===== src/rtl/int_div_pkg.sv =====
// Shared types and sizing for the sequential signed divider.
package int_div_pkg;

  localparam int DIV_WIDTH = 16;

  typedef enum logic [1:0] {
    IDLE = 2'd0,
    CALC = 2'd1,
    FIX  = 2'd2
  } div_state_t;

endpackage


===== src/rtl/int_div_if.sv =====
// Operand/result bundle between the execute stage and the divider.
interface int_div_if import int_div_pkg::*; #(
  parameter int WIDTH = DIV_WIDTH
);
  logic                 execute;
  logic [WIDTH-1:0]     val1;
  logic [WIDTH-1:0]     val2;
  logic [2*WIDTH-1:0]   out;
  logic                 ready;
  logic                 div_zero;

  modport master (output execute, val1, val2, input out, ready, div_zero);
  modport slave  (input execute, val1, val2, output out, ready, div_zero);
endinterface


===== src/rtl/int_div_step.sv =====
// One restoring-division iteration on unsigned magnitudes; combinational.
// No state and no backpressure: results settle within the cycle.
module int_div_step import int_div_pkg::*; #(
  parameter int WIDTH = DIV_WIDTH
) (
  input  logic [WIDTH-1:0] i_rem,
  input  logic [WIDTH-1:0] i_quo,
  input  logic [WIDTH-1:0] i_dvs,
  output logic [WIDTH-1:0] o_rem,
  output logic [WIDTH-1:0] o_quo
);

  logic [WIDTH-1:0] w_shift;
  logic [WIDTH:0]   w_trial;

  // Partial remainder stays below the divisor magnitude, so the shifted value fits WIDTH bits.
  assign w_shift = {i_rem[WIDTH-2:0], i_quo[WIDTH-1]};
  assign w_trial = {1'b0, w_shift} - {1'b0, i_dvs};

  always_comb begin
    o_quo = {i_quo[WIDTH-2:0], 1'b0};
    o_rem = w_shift;
    if (!w_trial[WIDTH]) begin
      o_rem    = w_trial[WIDTH-1:0];
      o_quo[0] = 1'b1;
    end
  end

endmodule


===== src/rtl/int_div.sv =====
// Signed truncating divider, one quotient bit per clock; ready rises WIDTH+1 edges after accept (1 for divide-by-zero).
// No backpressure: execute is accepted in any state and restarts the division.
module int_div import int_div_pkg::*; #(
  parameter int WIDTH = DIV_WIDTH
) (
  input  logic      clk,
  input  logic      reset,
  int_div_if.slave  bus
);

  localparam int CW = $clog2(WIDTH);

  div_state_t         r_state, w_state_nxt;
  logic [CW-1:0]      r_cnt;
  logic [WIDTH-1:0]   r_rem, r_quo, r_dvs;
  logic               r_qsign, r_rsign, r_zero;
  logic [2*WIDTH-1:0] r_out;
  logic               r_ready, r_div_zero;

  logic [WIDTH-1:0]   w_mag1, w_mag2, w_rem_nxt, w_quo_nxt, w_rem_fix, w_quo_fix;
  logic               w_val2_zero, w_last;

  // Unsigned negation maps -2^(WIDTH-1) onto 2^(WIDTH-1), which is the wanted magnitude.
  assign w_mag1      = bus.val1[WIDTH-1] ? -bus.val1 : bus.val1;
  assign w_mag2      = bus.val2[WIDTH-1] ? -bus.val2 : bus.val2;
  assign w_val2_zero = (bus.val2 == '0);
  assign w_last      = (r_cnt == CW'(WIDTH-1));

  assign w_quo_fix = r_zero  ? '1 : (r_qsign ? -r_quo : r_quo);
  assign w_rem_fix = r_rsign ? -r_rem : r_rem;

  int_div_step #(.WIDTH(WIDTH)) u_step (
    .i_rem (r_rem),
    .i_quo (r_quo),
    .i_dvs (r_dvs),
    .o_rem (w_rem_nxt),
    .o_quo (w_quo_nxt)
  );

  always_ff @(posedge clk) begin
    if (reset) r_state <= IDLE;
    else       r_state <= w_state_nxt;
  end

  always_comb begin
    w_state_nxt = r_state;
    if (bus.execute) begin
      w_state_nxt = w_val2_zero ? FIX : CALC;
    end else begin
      case (r_state)
        CALC:    if (w_last) w_state_nxt = FIX;
        FIX:     w_state_nxt = IDLE;
        default: w_state_nxt = IDLE;
      endcase
    end
  end

  always_ff @(posedge clk) begin
    if (reset) begin
      r_cnt      <= '0;
      r_rem      <= '0;
      r_quo      <= '0;
      r_dvs      <= '0;
      r_qsign    <= 1'b0;
      r_rsign    <= 1'b0;
      r_zero     <= 1'b0;
      r_out      <= '0;
      r_ready    <= 1'b0;
      r_div_zero <= 1'b0;
    end else if (bus.execute) begin
      // Divide-by-zero skips CALC; preloading |val1| lets FIX restore val1 as the remainder.
      r_rem      <= w_val2_zero ? w_mag1 : '0;
      r_quo      <= w_mag1;
      r_dvs      <= w_mag2;
      r_qsign    <= bus.val1[WIDTH-1] ^ bus.val2[WIDTH-1];
      r_rsign    <= bus.val1[WIDTH-1];
      r_zero     <= w_val2_zero;
      r_cnt      <= '0;
      r_ready    <= 1'b0;
      r_div_zero <= 1'b0;
    end else begin
      case (r_state)
        CALC: begin
          r_rem <= w_rem_nxt;
          r_quo <= w_quo_nxt;
          r_cnt <= r_cnt + CW'(1);
        end
        FIX: begin
          r_out      <= {w_rem_fix, w_quo_fix};
          r_ready    <= 1'b1;
          r_div_zero <= r_zero;
        end
        default: ;
      endcase
    end
  end

  assign bus.out      = r_out;
  assign bus.ready    = r_ready;
  assign bus.div_zero = r_div_zero;

endmodule


===== src/flat_wrapper.sv =====
// flat-port wrapper written by rule: the top's interface ports become plain ports
module int_div_flat import int_div_pkg::*;
#(
  parameter int WIDTH = DIV_WIDTH
)
  (clk, reset, bus_execute, bus_val1, bus_val2, bus_out, bus_ready, bus_div_zero);
  int_div_if #(.WIDTH(WIDTH)) bus_i ();
  input  logic clk;
  input  logic reset;
  input wire logic [$bits(bus_i.execute)-1:0] bus_execute;
  input wire logic [$bits(bus_i.val1)-1:0] bus_val1;
  input wire logic [$bits(bus_i.val2)-1:0] bus_val2;
  output wire logic [$bits(bus_i.out)-1:0] bus_out;
  output wire logic [$bits(bus_i.ready)-1:0] bus_ready;
  output wire logic [$bits(bus_i.div_zero)-1:0] bus_div_zero;
  assign bus_i.execute = bus_execute;
  assign bus_i.val1 = bus_val1;
  assign bus_i.val2 = bus_val2;
  assign bus_out = bus_i.out;
  assign bus_ready = bus_i.ready;
  assign bus_div_zero = bus_i.div_zero;
  int_div #(.WIDTH(WIDTH)) u_core (.clk(clk), .reset(reset), .bus(bus_i));
endmodule

===== config.mk =====
export PLATFORM = sky130hd
export DESIGN_NAME = int_div_flat
export DESIGN_NICKNAME = d
export VERILOG_FILES = /design/src/rtl/int_div_pkg.sv /design/src/rtl/int_div_if.sv /design/src/rtl/int_div_step.sv /design/src/rtl/int_div.sv /design/src/flat_wrapper.sv
export SDC_FILE = /design/constraint.sdc
export NUM_CORES = 1
export LEC_CHECK = 0
export CORE_ASPECT_RATIO = 0.6
export CORE_UTILIZATION = 50
export CTS_CLUSTER_DIAMETER = 100
export DETAILED_ROUTE_END_ITERATION = 8
export PLACE_DENSITY = 0.73
export RECOVER_POWER = 100
export SLEW_MARGIN = 30
export SYNTH_ARGS = -nofsm -noshare
export SYNTH_HDL_FRONTEND = slang
export SYNTH_SLANG_ARGS = --single-unit

===== constraint.sdc =====
create_clock -name clk -period 3.3 [get_ports clk]
set_clock_uncertainty 0.15 [all_clocks]
set_input_delay 0.66 -clock clk [delete_from_list [all_inputs] [get_ports clk]]
set_output_delay 0.66 -clock clk [all_outputs]
set_load 0.01 [all_outputs]

# Word level (Yosys, flattened, before mapping)
# Cells that the tools add are included.
# word_totals
elab_cells	43
register_bits	91
# classes
n_eq_ne	4
bitwise	2
mux	16
add_sub_neg	6
n_reduce_logical	4
# ops
operator	count
16-bit 2-to-1 mux	11
16-bit negation	4
16-bit by 16-bit subtractor with 17-bit output	1
16-bit logical NOT	1
2-bit 2-to-1 mux	4
4-bit by 1-bit adder with 4-bit output, second input constant	1
4-bit == test, second input constant	1
3-bit by 2-bit inequality test with 1-bit output, second input constant	1
2-bit by 1-bit == test with 1-bit output, second input constant	1
2-bit == test, second input constant	1
2-bit AND reduction	1
2-bit nonzero test	1
2-bit OR reduction	1
1-bit 2-to-1 mux	1
1-bit NOT	1
1-bit XOR	1

# Depth between registers and ports, before layout
# logic_depth
ltp_word	4
mapped_depth	12
ltp_nobuf	10

# Hierarchy
# Synthesis repeated with hierarchy kept, for this count alone.
# unflattened
cells_unflattened	682
hier_area_um2	5786.8
# by_module_without_submodules
mod	seq_area_each_um2	area_each_um2	n_inst	cells_per_inst
int_div	1821.7	4599.4	1	527
int_div_step	0.0	1187.4	1	155

# Least setup slack after synthesis
# No wires, ideal clock.
# synth_timing
path_kind	reg-to-reg
startpoint	register u_core.r_quo[15]
endpoint	register u_core.r_rem[11]
required_ps	3017
slack_ps	686
t_arrival_ps	2331
setup_time_ps	133
period_less_slack_ps	2614
path_stages_with_launch	12
cell_sequence	dfxtp_1 -> inv_1 -> ha_1 -> fa_1 -> nand2b_1 -> a21o_1 -> a31oi_1 -> o31a_1 -> buf_2 -> buf_2 -> mux2i_1 -> o221ai_1
# synth_via
elab_chain_cells	4
# synth_lines
item	line	source
start, declared	int_div.sv:15	logic [WIDTH-1:0] r_rem, r_quo, r_dvs;
start signal, assigned	int_div.sv:73	r_quo <= w_mag1;
start signal, assigned	int_div.sv:85	r_quo <= w_quo_nxt;
16-bit by 16-bit subtractor with 17-bit output	int_div_step.sv:18	assign w_trial = {1'b0, w_shift} - {1'b0, i_dvs};
16-bit 2-to-1 mux	int_div_step.sv:23	if (!w_trial[WIDTH]) begin
16-bit 2-to-1 mux	int_div.sv:82	case (r_state)
16-bit 2-to-1 mux	int_div.sv:70	end else if (bus.execute) begin
end signal, assigned	int_div.sv:72	r_rem <= w_val2_zero ? w_mag1 : '0;
end signal, assigned	int_div.sv:84	r_rem <= w_rem_nxt;
end, declared	int_div.sv:15	
# Every way passes these cells. The select of a mux whose other input is x is not followed.
# A chain may end at the register's enable or synchronous reset.

# Final worst setup path
# layout_timing
startpoint	input bus_val2[1]
endpoint	register u_core.r_rem[3]
# layout_via
elab_chain_cells	3
# layout_lines
item	line	source
start, declared	flat_wrapper.sv:12	input wire logic [$bits(bus_i.val2)-1:0] bus_val2;
16-bit logical NOT	int_div.sv:26	assign w_val2_zero = (bus.val2 == '0);
16-bit 2-to-1 mux	int_div.sv:72	
16-bit 2-to-1 mux	int_div.sv:70	
# Every way passes these cells.

==> flow_summary_export.csv <==
group,metric,value,unit
critical_path,cp-startpoint,"bus_val2[1]",
clock_network,ctsRootBufferMaster,"clkbuf_16",
timing,slew_headroom,12.8,%
power_and_ir_drop,power.leakage,2.66,nW
drt,wl_per_cell,18.1,um
clock_network,cts_resized,0,
cells_and_area,final_core_util,63.8,%
critical_path,cp.required,3410,ps
yosys,synth_seq_cells,91,
clock_network,clock_latency,350,ps
floorplan,chipWidth,139,um
floorplan,core-area,10800,sq um
cells_and_area,layout_commonest_cell,"dfxtp_1",
clock_network,holdBufCountCts,0,
drt,drt-vias-per-instance,6.09,
clock_network,cts_tree,"built",
yosys,syn-mean-instance-area,7.87,sq um
worst_hold_path,min_from,"u_core.bus.out[30]",
yosys,ys.flop_type,"dfxtp_1",
placed_design,place.gp.congestion,0.939,
cells_and_area,final_cell_mix,"dfxtp_1, nand2_1, nor2_1",
cells_and_area,areaGrowthSynthToFinish,21.4,%
yosys,synth_enable_flop_cells,0,
timing,finalSetupTns,0,ps
power_and_ir_drop,p_clk_share,39.0,%
yosys,yosysTopAreaCell,"dfxtp_1",
timing,worst_pin_slew,1310,ps
critical_path,start_kind,"input pin",
floorplan,dieHeight,84.5,um
timing,min_period,3180,ps
drt,via_count,5661,
critical_path,crit_type,"input pin to register",
cells_and_area,antennaDiodeCount,0,
yosys,synth_top_cells_by_area,"dfxtp_1, xor2_1, a211oi_1",
drt,drt-initial-drc-count,561,
floorplan,die-area,11800,sq um
global_route,grt_pass1_wl,27.3,mm
timing,fmax,0.315,GHz
clock_network,cts_buffers,9,
clock_network,path_clk_slew,70,ps
drt,remaining_drc_errors,0,
critical_path,crit_fanout,13,
placed_design,dp_slack,59.9,ps
yosys,async_flop_share,0,%
clock_network,cts_sinks,91,
timing,setup_viol,0,
yosys,syn_nets,777,
power_and_ir_drop,vdd_drop_max,0.332,mV
timing,hold_viol,0,
timing,maxSlewViolCount,0,
placed_design,place_inst,913,
yosys,synth_top_area_share,32.2,%
worst_hold_path,min_path_type,"register to register",
cells_and_area,drive_gt1_share,7.09,%
power_and_ir_drop,p_per_area,432,nW/um^2
yosys,yosysSeqAreaShare,32.2,%
global_route,grt_start_max_net_pins,52,
power_and_ir_drop,power.internal,2.09,mW
flow_run,maxCapViolCount,0,
outcome,status,"complete, no violations",
timing,fin_ws,123,ps
clock_network,h-tree-depth,3,
placed_design,dp_hpwl,12.7,mm
global_route,track_usage,29.5,%
global_route,grt_overflow_total,0,
power_and_ir_drop,combPwrFrac,21.0,%
drt,drt_pass1_iterations,5,
floorplan,num_io_pins,69,
clock_network,clockBufferDepth,2,
power_and_ir_drop,switchingPower,881,uW
drt,drt-total-wl,16.8,mm
global_route,grt_pass1_vias,5257,
timing,rsz0062_at_grt,"false",
critical_path,rr_startpoint,"u_core.r_quo[15]",
clock_network,post_cts_buffers,0,
cells_and_area,num-nets-final,842,
critical_path,worstSetupEndpointType,"register",
timing,min_period_over_period,96.3,%
yosys,synth_warnings,0,
yosys,synth_cells,720,
yosys,syn_area,5670,sq um
placed_design,port_buffers,68,
global_route,antenna_found_initial,0,
yosys,synth_cell_types,64,
floorplan,fp-row-count,29,
drt,postRouteAntennaNets,0,
critical_path,worstPathArrival,3290,ps
power_and_ir_drop,p_sw_share,29.7,%
timing,whs,297,ps
power_and_ir_drop,pwr-share-seq,40.0,%
cells_and_area,fin_cells,929,
floorplan,start_util,52.6,%
[power groups by stage]
stage / logic, mW / clock network, mW / registers (mW)
2_1_floorplan: 0.424 / 0 / 1.20
3_3_place_gp: 0.592 / 0 / 1.21
3_5_place_dp: 0.609 / 0 / 1.21
4_1_cts: 0.615 / 1.16 / 1.19
5_1_grt: 0.681 / 1.21 / 1.19
6_report: 0.625 / 1.16 / 1.19
[per-layer routing]
metal / up-vias / global-route usage, % / wire, um
met3: 18 / 7.07 / 1730
met5: - / 0 / 0
li1: 2711 / - / -
met4: 0 / 6.97 / 166
met2: 275 / 43.4 / 6810
met1: 2657 / 43.1 / 8090
[synth_stat cells, types with 4 or more instances]
cell       n
clkbuf_1  33
a311oi_1   8
mux2i_1    9
dfxtp_1   91
o21ai_0   34
a21o_1     4
o221ai_1   6
o31ai_1   17
nor4_1     4
o211ai_1   6
nor2_1    81
ha_1      21
nor3_1     8
buf_1      7
or2_2      4
o41ai_1    4
a31oi_1    5
o22ai_1    4
or3_1     13
a21oi_1   38
nand3_1    6
nand2_1   83
and3_1    15
o31a_1     4
nor2b_1    6
or4_1      4
xor2_1    44
inv_1     31
nand2b_1  11
a211oi_1  51
xnor2_1   21
o21a_1     4
o21ai_1    6
[area by class of cell]
type | count | area (sq um)
Multi-Input combinational cell | 554 | 3550
Clock buffer | 10 | 239
Sequential cell | 91 | 1820
Inverter | 31 | 116
Fill cell | 958 | 3900
Tap cell | 139 | 174
Clock inverter | 6 | 93.8
Timing Repair Buffer | 98 | 886
[worst max-delay path, cell delays in order]
cell and delay [ps]:
dlygate4sd3_1 580, inv_1 90, ha_1 170, nor2b_1 270
nand4_2 150, or3_1 490, or2_4 340, o21ai_0 230
a21oi_1 90, a211oi_2 210
[per-stage QoR]
step / power [mW] / cell area (sq um)
floorplan: 1.62 / 5670
global placement: 1.80 / 6580
detailed placement: 1.82 / 6580
CTS: 2.97 / 6910
global route: 3.09 / 6880
finish: 2.97 / 6880
[path summary, 6_finish.rpt]
check / end / slack (ps) / depth (start not counted)
setup / recovery: u_core.r_rem[3] / 120 / 10
hold reg to reg: u_core.bus.out[30] / 300 / 2
hold / removal: u_core.bus.out[30] / 300 / 2
setup reg to reg: u_core.r_rem[6] / 240 / 11
[state kept, by name, indices dropped and copies added, names as in the netlist]
signal and flops:
u_core.r_qsign 1, u_core.r_dvs 16, u_core.r_cnt 4, u_core.bus.out 32, u_core.r_state 2, u_core.r_quo 16
u_core.r_rsign 1, u_core.r_rem 16, u_core.r_zero 1, u_core.bus.ready 1, u_core.bus.div_zero 1
[kinds of logic after synthesis]
kind of cell,synth area share (%)
AO/OA/AOI/OAI,25.0
XOR/XNOR,10.0
adder cells (fa/ha/maj),4.99
buffers and inverters,5.21
flip-flops,32.2
multiplexers,1.59
AND/OR/NAND/NOR,21.0
Power figures use the tool's default switching activity.
